## src/rtl/ps2_host_tx.sv

```systemverilog
// rtl/ps2_host_tx.sv - host-to-device PS/2 command byte transmitter
module ps2_host_tx #(
    parameter int CLK_HZ       = 25000000,
    parameter int INHIBIT_CYC  = CLK_HZ / 10000,
    parameter int START_TO_CYC = CLK_HZ * 15 / 1000,
    parameter int FRAME_TO_CYC = CLK_HZ * 2 / 1000
) (
    input  logic       clk,
    input  logic       reset,
    input  logic [7:0] tx_data,
    input  logic       tx_valid,
    output logic       tx_ready,
    input  logic       ps2_clk_in,
    input  logic       ps2_dat_in,
    output logic       ps2_clk_oe,
    output logic       ps2_dat_oe,
    output logic       busy,
    output logic       done,
    output logic       ack_ok,
    output logic       err_timeout
);

    localparam int CNT_MAX_A = (INHIBIT_CYC > START_TO_CYC) ? INHIBIT_CYC : START_TO_CYC;
    localparam int CNT_MAX   = (CNT_MAX_A > FRAME_TO_CYC) ? CNT_MAX_A : FRAME_TO_CYC;
    localparam int CW        = $clog2(CNT_MAX + 1);

    // INHIBIT lasts INHIBIT_CYC cycles; REQ adds the final clock-low cycle
    localparam logic [CW-1:0] INH_LOAD   = CW'(INHIBIT_CYC - 1);
    localparam logic [CW-1:0] START_LOAD = CW'(START_TO_CYC);
    localparam logic [CW-1:0] FRAME_LOAD = CW'(FRAME_TO_CYC);

    typedef enum logic [2:0] {
        S_IDLE,
        S_INHIBIT,
        S_REQ,
        S_WAIT_FE,
        S_BITS,
        S_WAIT_IDLE,
        S_ABORT,
        S_FIN
    } state_t;

    state_t        state;
    state_t        state_next;

    logic          clk_s1;
    logic          clk_s2;
    logic          clk_prev;
    logic          dat_s1;
    logic          dat_s2;
    logic          fe;

    logic [9:0]    frame;
    logic [3:0]    bitcnt;
    logic [CW-1:0] cnt;
    logic          dat_bit;
    logic          expired;

    assign fe      = clk_prev & ~clk_s2;
    assign expired = (cnt == '0);
    assign busy    = ~tx_ready;

    // two-flop synchronizers on both pads plus one history flop for edge detect
    always_ff @(posedge clk) begin
        if (reset) begin
            clk_s1   <= 1'b1;
            clk_s2   <= 1'b1;
            clk_prev <= 1'b1;
            dat_s1   <= 1'b1;
            dat_s2   <= 1'b1;
        end else begin
            clk_s1   <= ps2_clk_in;
            clk_s2   <= clk_s1;
            clk_prev <= clk_s2;
            dat_s1   <= ps2_dat_in;
            dat_s2   <= dat_s1;
        end
    end

    // state register
    always_ff @(posedge clk) begin
        if (reset) begin
            state <= S_IDLE;
        end else begin
            state <= state_next;
        end
    end

    // next-state and line/handshake outputs; fe has priority over timer expiry
    always_comb begin
        state_next = state;
        tx_ready   = 1'b0;
        ps2_clk_oe = 1'b0;
        ps2_dat_oe = 1'b0;
        done       = 1'b0;
        case (state)
            S_IDLE: begin
                tx_ready = 1'b1;
                if (tx_valid) begin
                    state_next = S_INHIBIT;
                end
            end
            S_INHIBIT: begin
                ps2_clk_oe = 1'b1;
                if (expired) begin
                    state_next = S_REQ;
                end
            end
            S_REQ: begin
                ps2_clk_oe = 1'b1;
                ps2_dat_oe = 1'b1;
                state_next = S_WAIT_FE;
            end
            S_WAIT_FE: begin
                ps2_dat_oe = 1'b1;
                if (fe) begin
                    state_next = S_BITS;
                end else if (expired) begin
                    state_next = S_ABORT;
                end
            end
            S_BITS: begin
                ps2_dat_oe = dat_bit;
                if (fe && (bitcnt == 4'd10)) begin
                    state_next = S_WAIT_IDLE;
                end else if (!fe && expired) begin
                    state_next = S_ABORT;
                end
            end
            S_WAIT_IDLE: begin
                if (clk_s2 && dat_s2) begin
                    state_next = S_FIN;
                end else if (expired) begin
                    state_next = S_ABORT;
                end
            end
            S_ABORT: begin
                state_next = S_FIN;
            end
            S_FIN: begin
                done       = 1'b1;
                state_next = S_IDLE;
            end
            default: begin
                state_next = S_IDLE;
            end
        endcase
    end

    // frame shift register, bit counter, shared timer and sticky result flags
    always_ff @(posedge clk) begin
        if (reset) begin
            frame       <= '0;
            bitcnt      <= '0;
            cnt         <= '0;
            dat_bit     <= 1'b0;
            ack_ok      <= 1'b0;
            err_timeout <= 1'b0;
        end else begin
            case (state)
                S_IDLE: begin
                    if (tx_valid) begin
                        frame       <= {1'b1, ~^tx_data, tx_data};
                        cnt         <= INH_LOAD;
                        bitcnt      <= '0;
                        dat_bit     <= 1'b0;
                        ack_ok      <= 1'b0;
                        err_timeout <= 1'b0;
                    end
                end
                S_INHIBIT: begin
                    if (!expired) begin
                        cnt <= cnt - CW'(1);
                    end
                end
                S_REQ: begin
                    cnt <= START_LOAD;
                end
                S_WAIT_FE: begin
                    if (fe) begin
                        dat_bit <= ~frame[0];
                        frame   <= {1'b0, frame[9:1]};
                        bitcnt  <= 4'd1;
                        cnt     <= FRAME_LOAD;
                    end else if (!expired) begin
                        cnt <= cnt - CW'(1);
                    end
                end
                S_BITS: begin
                    if (!expired) begin
                        cnt <= cnt - CW'(1);
                    end
                    if (fe) begin
                        if (bitcnt < 4'd10) begin
                            dat_bit <= ~frame[0];
                            frame   <= {1'b0, frame[9:1]};
                            bitcnt  <= bitcnt + 4'd1;
                        end else begin
                            ack_ok  <= ~dat_s2;
                            dat_bit <= 1'b0;
                        end
                    end
                end
                S_WAIT_IDLE: begin
                    if (!expired) begin
                        cnt <= cnt - CW'(1);
                    end
                end
                S_ABORT: begin
                    err_timeout <= 1'b1;
                    ack_ok      <= 1'b0;
                    dat_bit     <= 1'b0;
                end
                default: begin
                end
            endcase
        end
    end

endmodule

```

## config.mk

```make
export PLATFORM = sky130hd
export DESIGN_NAME = ps2_host_tx
export DESIGN_NICKNAME = d
export VERILOG_FILES = /design/src/rtl/ps2_host_tx.sv
export SDC_FILE = /design/constraint.sdc
export NUM_CORES = 1
export LEC_CHECK = 0
export ABC_AREA = 1
export CAP_MARGIN = 20
export CORE_MARGIN = 8
export CORE_UTILIZATION = 40
export CTS_CLUSTER_SIZE = 25
export DETAILED_ROUTE_END_ITERATION = 8
export PLACE_DENSITY = 0.6
export SLEW_MARGIN = 20
export SYNTH_ARGS = -nofsm -noshare
export SYNTH_HDL_FRONTEND = slang
export SYNTH_SLANG_ARGS = --single-unit
```

## constraint.sdc

```tcl
create_clock -name clk -period 1.61 [get_ports clk]
set_input_delay 0.322 -clock clk [delete_from_list [all_inputs] [get_ports clk]]
set_output_delay 0.322 -clock clk [all_outputs]
set_load 0.01 [all_outputs]
```

==> reports/qor_table.md <==
| Parameter | Value | Unit |
|---|---|---|
| Status | finished, final reports clean | - |
| Layout-stage area growth over the synthesis result | 30.9 | % |
| Total via count after detailed routing | 2805 | - |
| Critical path class | register to output pin | - |
| Distinct cell type count of the synthesized netlist | 34 | - |
| Horizontal die dimension | 98.4 | um |
| Worst-skew pair later-pin latency | 0.30 | ns |
| Synthesized instance count | 429 | - |
| Number of design rule violations left after detail routing | 0 | - |
| Clk sink count | 44 | - |
| Area of the core | 6680 | um2 |
| Share of the core filled with cells | 53.3 | % |
| Die Y | 98.4 | um |
| Max-capacitance violation count | 0 | - |
| Unrepaired setup endpoints after global routing | yes | - |
| Fraction of layout instances using a drive strength above 1 | 24.5 | % |
| Power per cell area | 1090 | nW/um2 |
| Die ar. | 9690 | um2 |
| Total congestion overflow | 0 | - |
| Share of the synthesized area in the top cell type | 32.4 | % |
| Critical path launch point type | register | - |
| Fraction of registers with async set or reset after synthesis | 0 | % |
| Vias in the first global route | 2745 | - |
| Maximum number of pins on one net before global-route repair | 21 | - |
| Post-Place Cell Area | 3300 | um2 |
| Cell type with the highest aggregate area in the netlist | sky130_fd_sc_hd__dfxtp_1 | - |
| Total iterations of the first detailed-routing run | 4 | - |
| Top delay family on crit path | buffers and inverters | - |
| Main area contributors after synthesis | sky130_fd_sc_hd__dfxtp_1 32%, sky130_fd_sc_hd__nand2_1 17%, sky130_fd_sc_hd__nor2_1 8.0% | - |
| Cell type of the slowest stage on the worst timing path | sky130_fd_sc_hd__dfxtp_1 | - |
| Clock tree skew after final layout | 0.00457 | ns |
| Net count after synthesis | 445 | - |
| Part of the Yosys area used for sequential elements | 32.4 | % |
| Hpwl dp | 5300 | um |
| I/O Pins | 20 | - |
| Class of the worst hold path | register to register | - |
| Rows | 30 | - |
| Max Fclk | 634 | MHz |
| Final period demand of the worst path | 1.58 | ns |
| Average routed wire per standard cell | 12.4 | um |
| Ordered cell list for the critical path | inv_2, nand2_2, nor2_4, inv_1, nand2_1, clkdlybuf4s15_2 | - |
| # port buffers | 19 | - |
| Number of clock buffers inserted by TritonCTS | 5 | - |
| Hold Fails Final Rpt | 0 | - |
| Most numerous cell types in the synthesized netlist | 123 x sky130_fd_sc_hd__nand2_1, 58 x sky130_fd_sc_hd__nor2_1, 45 x sky130_fd_sc_hd__inv_1, 44 x sky130_fd_sc_hd__dfxtp_1, 27 x sky130_fd_sc_hd__a21oi_1 | - |
| Antenna violations before repair | 0 | - |
| Worst voltage drop across the vdd grid | 0.391 | mV |
| Leakage power | 1.71 | nW |
| Maximum fanout along the worst path | 5 | - |
| Final slew viol count | 0 | - |
| Average instance area after synthesis | 6.34 | um2 |
| DR vias/cell | 4.89 | - |
| All-layer global routing usage | 15.2 | % |
| Netlist Area Pre-Place | 2720 | um2 |
| Top flip-flop cell by instance count after synthesis | sky130_fd_sc_hd__dfxtp_1 | - |
| Fin nets | 509 | - |
| Library cell with the highest instance count after synthesis | sky130_fd_sc_hd__nand2_1 | - |
| Required time of the worst setup path | 1.29 | ns |
| Final critical-path setup slack | 0.0320 | ns |
| Share of the clock period used by the worst path after layout | 98.0 | % |
| Worst Path Buf+Inv | 3 | - |
| Number of flops mapped to enable cells by yosys | 0 | - |
| Setup TNS | 0 | ns |
| Number of failing setup endpoints in the final timing report | 0 | - |
| Wire length of the first global-routing pass | 12300 | um |
| Starting Density | 40.7 | % |
| Clock edge transition at the registers on the reported setup and hold paths | 0.08 | ns |
| Filler instances | 684 | - |
| Total inserted antenna cells | 0 | - |
| Worst slack after detailed placement | -0.0434 | ns |
| Max transition margin | 78.8 | % |
| Routed Wire Length | 7130 | um |
| Clock root buffer master | sky130_fd_sc_hd__clkbuf_8 | - |
| Post-detailed-route count of antenna-violating nets | 0 | - |
| CTS tree | yes | - |
| Placer's final routability congestion estimate | 0.880 | - |
| Number of flip-flops and latches in the synthesized netlist | 44 | - |
| Layout Cell Area excl Fill | 3560 | um2 |
| Syn. warnings | 0 | - |
| Kind of end point of the critical path | output pin | - |
| H-tree levels | 2 | - |
| Endpoint arrival time on the critical path | 1.26 | ns |
| CTS Buffer Depth | 2 | - |
| Transition at the pin with the smallest max-transition slack | 0.315 | ns |
| Delay of the slowest cell on the worst path | 0.32 | ns |
| Starting DRT DRC Count | 150 | - |
[final cells by class]
class / instances / area [um2] / area share (%)
multi-input cells: 320 / 1660 / 46.7
flip-flops and latches: 44 / 890 / 25.0
inverters: 53 / 204 / 5.73
clock buffers: 6 / 82.6 / 2.32
well taps: 80 / 100 / 2.81
repair buffers: 69 / 612 / 17.2
clock inverters: 2 / 10.0 / 0.281
[report_power, final]
group,internal [mW],switching [mW]
clock,0.343,0.398
combinational,0.795,1.01
sequential,1.23,0.121
[layout by cell type, fill, tap and decap left out, types with 2 or more instances in the layout]
cell type                         count
sky130_fd_sc_hd__nand2_1            118
sky130_fd_sc_hd__nor2_1              50
sky130_fd_sc_hd__clkdlybuf4s50_1     14
sky130_fd_sc_hd__ha_1                 2
sky130_fd_sc_hd__dfxtp_4              2
sky130_fd_sc_hd__nand3_1             24
sky130_fd_sc_hd__buf_12               4
sky130_fd_sc_hd__o21ai_2              4
sky130_fd_sc_hd__a21oi_1             27
sky130_fd_sc_hd__a21oi_2              2
sky130_fd_sc_hd__inv_1               42
sky130_fd_sc_hd__nor2_2               7
sky130_fd_sc_hd__xor2_1               4
sky130_fd_sc_hd__nor2_4               7
sky130_fd_sc_hd__dfxtp_1             41
sky130_fd_sc_hd__nand2_4              3
sky130_fd_sc_hd__buf_4               42
sky130_fd_sc_hd__o21ai_0             16
sky130_fd_sc_hd__nand3_4              4
sky130_fd_sc_hd__inv_4                2
sky130_fd_sc_hd__clkbuf_8             6
sky130_fd_sc_hd__nand2_2              9
sky130_fd_sc_hd__and2_1               2
sky130_fd_sc_hd__or2_2                5
sky130_fd_sc_hd__clkbuf_2             4
sky130_fd_sc_hd__xnor2_1              2
sky130_fd_sc_hd__inv_2                9
sky130_fd_sc_hd__o21ai_1             11
sky130_fd_sc_hd__o211ai_1             4
sky130_fd_sc_hd__buf_6                4
sky130_fd_sc_hd__nand4_1             10
sky130_fd_sc_hd__a31oi_1              2
sky130_fd_sc_hd__clkinv_2             2
[stage by stage]
stage	power (mW)	hold WS, ns	instances
2_1_floorplan	2.39	0.389	429
3_3_place_gp	2.96	0.391	560
3_5_place_dp	2.98	0.398	560
4_1_cts	3.77	0.424	572
5_1_grt	4.20	0.461	574
6_report	3.90	0.423	574
[state kept, by name, indices dropped and copies added (netlist names)]
signal	flops
ack_ok	1
bitcnt	4
clk_prev	1
clk_s1	1
clk_s2	1
cnt	19
dat_bit	1
dat_s1	1
dat_s2	1
err_timeout	1
frame	10
state	3
[final timing paths]
| kind | start | end | slack (ns) | depth (start not counted) |
|---|---|---|---|---|
| min reg2reg | dat_s1$_SDFF_PP1_ | dat_s2$_SDFF_PP1_ | 0.42 | 1 |
| max reg2reg | state[2]$_SDFFE_PP0P_ | cnt[4]$_SDFFE_PP0P_ | 0.08 | 10 |
| max | state[0]$_SDFFE_PP0P_ | ps2_clk_oe | 0.03 | 6 |
| min | dat_s1$_SDFF_PP1_ | dat_s2$_SDFF_PP1_ | 0.42 | 1 |
[cells by family (layout without fill, tap and decap cells)]
group | Yosys count | count (layout) | share of synthesized area, %
compound gates | 70 | 70 | 14.5
simple gates | 241 | 241 | 39.5
fa+ha+maj | 3 | 3 | 1.38
flops | 44 | 44 | 32.4
buf+inv | 65 | 130 | 10.3
xor+xnor | 6 | 6 | 1.93
[repair_timing]
action / in CTS / in global routing
hold buffers: 0 / 0
pin swaps: 1 / 7
setup endpoints to repair: 23 / 31
hold endpoints to repair: 0 / 0
resized for setup: 20 / 41
buffers inserted: 4 / 2
[routing by layer]
metal  wire length, um  GRT usage [%]  vias to the layer above
li1                  -              -                     1499
met1              3300           17.7                     1257
met2              3520           27.3                       42
met3               221           2.82                        7
met4                91           5.19                        0
met5                 0              0                        -
Note: power is estimated with default switching activity, not from simulation.
